**src/rtl/taglist_builder.sv**
```systemverilog
// Scans the sample ROM for tag marker words and writes one packed taglist entry per tagged sequence.
// Optional: define TAGLIST_CLEAR_EN to zero all 128 taglist RAM entries before every scan.
module taglist_builder #(
  parameter int                DATA_W   = 16,
  parameter int                ADDR_W   = 10,
  parameter int                ROM_LAT  = 2,
  parameter logic [DATA_W-1:0] SENTINEL = 16'hFFFF
) (
  input  logic              clock,
  input  logic              reset,
  input  logic              start,
  output logic [ADDR_W-1:0] rom_addr,
  input  logic [DATA_W-1:0] rom_q,
  output logic              taglist_wr,
  output logic [6:0]        taglist_addr,
  output logic [31:0]       taglist_data,
  output logic              busy,
  output logic              done,
  output logic              overflow,
  output logic [7:0]        entry_count
);

  localparam int                PEND_W     = ADDR_W + 1;
  localparam logic [7:0]        FLUSH_LAST = (ROM_LAT > 1) ? 8'(ROM_LAT - 2) : 8'd0;
  localparam logic [ADDR_W-1:0] TOP_ADDR   = '1;
  localparam logic [ADDR_W-1:0] ONE_A      = ADDR_W'(1);
  localparam logic [PEND_W-1:0] ONE_P      = PEND_W'(1);

  typedef enum logic [2:0] {
    IDLE,
    SCAN,
    FLUSH,
    FINAL,
    DONE
`ifdef TAGLIST_CLEAR_EN
    , CLEAR
`endif
  } state_t;

  state_t              r_state;
  state_t              w_next;
  logic [ADDR_W-1:0]   r_romAddr;
  logic                r_issue;
  logic [ROM_LAT-1:0]  r_pipeVld;
  logic [ADDR_W-1:0]   r_pipeAddr [ROM_LAT];
  logic                r_pendVld;
  logic [6:0]          r_pendTag;
  logic [PEND_W-1:0]   r_pendStart;
  logic [PEND_W-1:0]   r_endAddr;
  logic [7:0]          r_count;
  logic                r_ovf;
  logic [7:0]          r_flushCnt;
  logic                r_wr;
  logic [6:0]          r_wAddr;
  logic [31:0]         r_wData;
`ifdef TAGLIST_CLEAR_EN
  logic [6:0]          r_clrIdx;
`endif

  logic                w_wordValid;
  logic                w_isSent;
  logic                w_isMark;
  logic                w_atTop;
  logic                w_stop;
  logic                w_markTry;
  logic                w_finalTry;
  logic                w_full;
  logic [ADDR_W-1:0]   w_wordAddr;
  logic [ADDR_W-1:0]   w_prevAddr;
  logic [PEND_W-1:0]   w_wordAddrX;

  // The last pipe stage carries the address of the word currently on rom_q.
  assign w_wordAddr  = r_pipeAddr[ROM_LAT-1];
  assign w_prevAddr  = w_wordAddr - ONE_A;
  assign w_wordAddrX = {1'b0, w_wordAddr};
  assign w_wordValid = (r_state == SCAN) && r_pipeVld[ROM_LAT-1];
  assign w_isSent    = (rom_q == SENTINEL);
  assign w_isMark    = !w_isSent && rom_q[DATA_W-1];
  assign w_atTop     = (w_wordAddr == TOP_ADDR);
  assign w_stop      = w_wordValid && (w_isSent || w_atTop);
  assign w_markTry   = w_wordValid && w_isMark && r_pendVld && (r_pendStart < w_wordAddrX);
  assign w_finalTry  = (r_state == FINAL) && r_pendVld && (r_pendStart <= r_endAddr);
  assign w_full      = r_count[7];

  always_ff @(posedge clock) begin
    if (reset) r_state <= IDLE;
    else       r_state <= w_next;
  end

  always_comb begin
    w_next = r_state;
    case (r_state)
      IDLE, DONE: begin
        if (start) begin
`ifdef TAGLIST_CLEAR_EN
          w_next = CLEAR;
`else
          w_next = SCAN;
`endif
        end
      end
`ifdef TAGLIST_CLEAR_EN
      CLEAR: if (r_clrIdx == 7'd127) w_next = SCAN;
`endif
      SCAN:  if ((w_markTry && w_full) || w_stop) w_next = FLUSH;
      FLUSH: if (r_flushCnt == FLUSH_LAST) w_next = r_ovf ? DONE : FINAL;
      FINAL: w_next = DONE;
      default: w_next = IDLE;
    endcase
  end

  always_ff @(posedge clock) begin
    if (reset) begin
      r_romAddr   <= '0;
      r_issue     <= 1'b0;
      r_pipeVld   <= '0;
      for (int i = 0; i < ROM_LAT; i++) r_pipeAddr[i] <= '0;
      r_pendVld   <= 1'b0;
      r_pendTag   <= '0;
      r_pendStart <= '0;
      r_endAddr   <= '0;
      r_count     <= '0;
      r_ovf       <= 1'b0;
      r_flushCnt  <= '0;
      r_wr        <= 1'b0;
      r_wAddr     <= '0;
      r_wData     <= '0;
`ifdef TAGLIST_CLEAR_EN
      r_clrIdx    <= '0;
`endif
    end else begin
      r_wr          <= 1'b0;
      r_pipeVld[0]  <= r_issue;
      r_pipeAddr[0] <= r_romAddr;
      for (int i = 1; i < ROM_LAT; i++) begin
        r_pipeVld[i]  <= r_pipeVld[i-1];
        r_pipeAddr[i] <= r_pipeAddr[i-1];
      end

      case (r_state)
        IDLE, DONE: begin
          if (start) begin
            r_romAddr <= '0;
            r_count   <= '0;
            r_ovf     <= 1'b0;
            r_pendVld <= 1'b0;
`ifdef TAGLIST_CLEAR_EN
            r_clrIdx  <= '0;
`else
            r_issue   <= 1'b1;
`endif
          end
        end
`ifdef TAGLIST_CLEAR_EN
        CLEAR: begin
          r_wr     <= 1'b1;
          r_wAddr  <= r_clrIdx;
          r_wData  <= '0;
          r_clrIdx <= r_clrIdx + 7'd1;
          if (r_clrIdx == 7'd127) begin
            r_romAddr <= '0;
            r_issue   <= 1'b1;
          end
        end
`endif
        SCAN: begin
          // Addresses stop at the top of the ROM instead of wrapping back to 0.
          if (r_issue) begin
            if (r_romAddr == TOP_ADDR) r_issue   <= 1'b0;
            else                       r_romAddr <= r_romAddr + ONE_A;
          end
          if (w_markTry) begin
            if (w_full) begin
              r_ovf <= 1'b1;
            end else begin
              r_wr    <= 1'b1;
              r_wAddr <= r_count[6:0];
              r_wData <= {4'b0, r_pendTag, r_pendStart[ADDR_W-1:0], w_prevAddr, 1'b0};
              r_count <= r_count + 8'd1;
            end
          end
          if (w_wordValid && w_isMark) begin
            r_pendVld   <= 1'b1;
            r_pendTag   <= rom_q[6:0];
            r_pendStart <= w_wordAddrX + ONE_P;
          end
          if (w_stop) r_endAddr <= w_isSent ? (w_wordAddrX - ONE_P) : w_wordAddrX;
          if (w_next != SCAN) begin
            r_issue    <= 1'b0;
            r_pipeVld  <= '0;
            r_flushCnt <= '0;
          end
        end
        FLUSH: r_flushCnt <= r_flushCnt + 8'd1;
        FINAL: begin
          if (w_finalTry) begin
            if (w_full) begin
              r_ovf <= 1'b1;
            end else begin
              r_wr    <= 1'b1;
              r_wAddr <= r_count[6:0];
              r_wData <= {4'b0, r_pendTag, r_pendStart[ADDR_W-1:0], r_endAddr[ADDR_W-1:0], 1'b1};
              r_count <= r_count + 8'd1;
            end
          end
        end
        default: ;
      endcase
    end
  end

  assign rom_addr     = r_romAddr;
  assign taglist_wr   = r_wr;
  assign taglist_addr = r_wAddr;
  assign taglist_data = r_wData;
  assign busy         = (r_state != IDLE) && (r_state != DONE);
  assign done         = (r_state == DONE);
  assign overflow     = r_ovf;
  assign entry_count  = r_count;

endmodule

```
**config.mk**
```make
export PLATFORM = sky130hd
export DESIGN_NAME = taglist_builder
export DESIGN_NICKNAME = d
export VERILOG_FILES = /design/src/rtl/taglist_builder.sv
export SDC_FILE = /design/constraint.sdc
export NUM_CORES = 1
export LEC_CHECK = 0
export ABC_AREA = 1
export ABC_CLOCK_PERIOD_IN_PS = 2250
export BUFFER_PORTS_ARGS = -buffer_cell sky130_fd_sc_hd__buf_2
export CAP_MARGIN = 20
export CORE_ASPECT_RATIO = 1.2
export CORE_MARGIN = 2
export CORE_UTILIZATION = 48
export DETAILED_ROUTE_END_ITERATION = 12
export PLACE_DENSITY_LB_ADDON = 0.1
export SYNTH_ARGS = -nofsm -noshare
export SYNTH_HDL_FRONTEND = slang
export SYNTH_SLANG_ARGS = --single-unit
```
**constraint.sdc**
```tcl
create_clock -name clock -period 2.25 [get_ports clock]
set_input_delay 0 -clock clock [delete_from_list [all_inputs] [get_ports clock]]
set_output_delay 0 -clock clock [all_outputs]
set_load 0.02 [all_outputs]
```
==> impl_metrics.csv <==
group,metric,value,unit
timing,finalCriticalPeriod,2060,ps
clock_tree,clockBufferDepth,2,
die,die_area,12800,sq um
yosys,synth-seq-area-share,0.417,
power_and_ir_drop,pwr-share-comb,0.052,
yosys,synthArstFlopShare,0,
critical_path,crit_path_frequent_cell,"nand2_1",
final_layout,layout.nets,960,
routing,drt-initial-drc-count,212,
routing,drtAntennaViolNets,0,
global_route,grt_first_pass_wirelength,23.7,mm
critical_path,path_delay_family,"simple AND/OR/NAND/NOR gates",
final_layout,multiInputGateArea,2860,sq um
timing,fin_skew,9.13,ps
placed_design,dp_hpwl,10.6,mm
placed_design,gp_congestion,0.934,
die,io_pins,80,
final_layout,areaGrowthSynthToFinish,25.1,%
timing,finalCritPeriodShare,0.916,
die,start_util,0.494,
power_and_ir_drop,peakVddDrop,0.000457,V
die,core,11600,sq um
yosys,ys.flop_type,"dfxtp_1",
timing,rsz0062_at_grt,"no",
yosys,synth_top_area_cell,"dfxtp_1",
yosys,synth_enable_flop_cells,0,
final_layout,fill_cells,1069,
placed_design,port-buffer-count,75,
clock_tree,clk_latency,410,ps
power_and_ir_drop,powerDensity,740,nW/um^2
routing,via_per_inst,5.01,
timing,hold_viol,0,
clock_tree,cts_root_buffer,"clkbuf_16",
final_layout,fin_cells,1085,
die,die_h,124,um
yosys,synth_area_leaders,"dfxtp_1 (42%), nor2_1 (9.9%), nand2_1 (9.2%)",
timing,setup_viol,0,
final_layout,seq_area,2380,sq um
critical_path,critPathKind,"reg2reg",
yosys,post-synth-top-count-cell,"nor2_1",
global_route,antenna_found_initial,0,
yosys,synthTopCellsByCount,"nor2_1 (151), nand2_1 (140), dfxtp_1 (119)",
clock_tree,cts_tree,"built",
global_route,track_usage,0.229,
final_layout,diodes,0,
power_and_ir_drop,power_frac_clock,0.545,
yosys,synth_cells,812,
routing,routedWlPerCell,13.3,um
clock_tree,path_clk_slew,50,ps
routing,drc,0,
global_route,grt_pass1_vias,5191,
placed_design,place_ws,86.5,ps
critical_path,path_max_fanout,10,
final_layout,drive_gt1_frac,0.175,
placed_design,dp_cells,1044,
critical_path,cp-start-kind,"flip-flop",
flow_run,maxCapViolations,0,
power_and_ir_drop,p_sw_frac,0.224,
power_and_ir_drop,pwr-share-seq,0.404,
yosys,netlist.area_leader.share,0.417,
yosys,ys_seq_elements,119,
clock_tree,htree_levels,4,
global_route,grt-ovfl-total,0,
timing,setup_tns,0,ps
timing,drv_slew,0,
critical_path,cp_num_buf_inv,3,
routing,dr.pass1.iters,5,
critical_path,critPathMaxStageDelay,330,ps
yosys,synth_area,5720,sq um
yosys,ys_warn_count,0,
clock_tree,cts_buffers,17,
hold_path,hold_class,"in2reg",
power_and_ir_drop,p_int,4.11,mW
power_and_ir_drop,cellLeakagePower,3.19,nW
critical_path,crit_arrival,2360,ps
clock_tree,cts.sinks,119,
die,row_count,43,
critical_path,critical_path.cell_chain,"inv_1 > ha_1 > nand2_1 > inv_1 > nand2_1 > nand2_1 > nand2_1 > nand2_1 > nor2_4 > nand2_2 > nand2_1 > nand2_2 > buf_4 > o21ai_0 > nor2_1",
power_and_ir_drop,power_switching,1.19,mW
critical_path,cp_data_required_time,2550,ps
critical_path,critPathCaptureType,"flip-flop",
routing,vias,5437,
routing,drt-total-wl,14.4,mm
yosys,avgSynthCellArea,7.04,sq um
clock_tree,post_cts.repair.setup_buffers,0,
timing,fin_ws,188,ps
timing,fmax,0.485,GHz
outcome,status,"finished clean",
critical_path,cp_slowest_cell,"dfxtp_1",
die,die_w,104,um
global_route,grt_max_degree,56,
yosys,synth.distinct_cells,33,
-- power groups by stage --
stage | sequential (mW) | combinational [mW] | clock, mW
floorplan | 2.19 | 0.159 | 0
global placement | 2.18 | 0.250 | 0
detailed placement | 2.18 | 0.252 | 0
CTS | 2.14 | 0.265 | 2.92
global route | 2.14 | 0.307 | 3.03
finish | 2.14 | 0.274 | 2.89
-- cell families (layout without fill, tap and decap cells) --
family          after synthesis  in the layout  share of synthesized area
compound gates              148            148                      0.136
fa+ha+maj                    26             26                     0.0569
flops                       119            119                      0.417
other cells                   1              4                   0.000656
xor+xnor                     15             15                     0.0230
buf+inv                     133            246                     0.0934
simple gates                370            370                      0.273
-- per-layer routing --
metal  global-route usage  part of all wire
met5                    0                 0
met1                0.267              0.44
met2                0.421              0.50
met4               0.0836             0.020
met3               0.0476             0.039
-- state kept, by name, indices dropped and copies added (netlist names), 3 cells and up --
| signal | cells |
|---|---|
| entry_count | 8 |
| r_pendStart | 11 |
| r_endAddr | 11 |
| r_flushCnt | 8 |
| rom_addr | 10 |
| r_pendTag | 7 |
| taglist_data | 28 |
| r_state | 3 |
| taglist_addr | 7 |
| r_pipeAddr | 20 |
-- layout make-up --
type,count,share of cell area
Clock buffer,18,0.0614
Clock inverter,14,0.0274
Inverter,102,0.0535
Multi-Input combinational cell,563,0.399
Sequential cell,119,0.333
Tap cell,157,0.0274
Timing Repair Buffer,112,0.0979
-- worst paths after layout --
path | slack, ps | from | end | cells after the start
setup / recovery | 190 | r_pipeAddr[0][16]$_SDFF_PP0_ | taglist_data[19]$_SDFFE_PP0P_ | 15
hold / removal | 240 | rom_q[15] | r_pendVld$_SDFFE_PP0P_ | 5
setup reg to reg | 190 | r_pipeAddr[0][16]$_SDFF_PP0_ | taglist_data[19]$_SDFFE_PP0P_ | 15
hold reg to reg | 400 | r_pipeAddr[0][8]$_SDFF_PP0_ | r_pipeAddr[0][18]$_SDFF_PP0_ | 2
-- stage by stage --
stage               instance area [sq um]  utilization  hold WS [ps]  power [mW]
global route                         7160        0.619           258        5.48
detailed placement                   6390        0.552           245        2.43
global placement                     6390        0.552           240        2.43
floorplan                            5730            -          81.2        2.35
finish                               7160        0.619           235        5.30
CTS                                  7110        0.615           228        5.32
-- worst min-delay path, cell delays in order --
cell      delay (ps)
buf_2            130
nand3_2          100
nor2_2            50
clkinv_1         210
a21oi_1          100
-- repair_timing --
action                                  CTS  global route
hold buffers                              9             0
endpoints found under the setup margin    0            53
gates resized for setup                   0            17
hold endpoints to repair                 10             0
-- layout by cell type (no fill, tap or decap), types with 2 or more instances in the layout --
cell type	count
a211oi_1	5
a21oi_1	61
a31oi_1	2
buf_12	2
buf_2	75
buf_4	26
bufinv_16	4
clkbuf_16	17
clkinv_1	2
clkinv_2	2
clkinv_4	3
clkinvlp_4	3
conb_1	4
dfxtp_1	118
dlygate4sd3_1	9
ha_1	26
inv_1	99
inv_6	2
nand2_1	136
nand2_2	8
nand3_1	28
nand4_1	19
nor2_1	148
nor2_2	3
nor3_1	11
nor3_2	4
nor4_1	5
o21ai_0	70
o21ai_1	4
or2_2	4
xor2_1	15
Power figures use the tool's default switching activity.
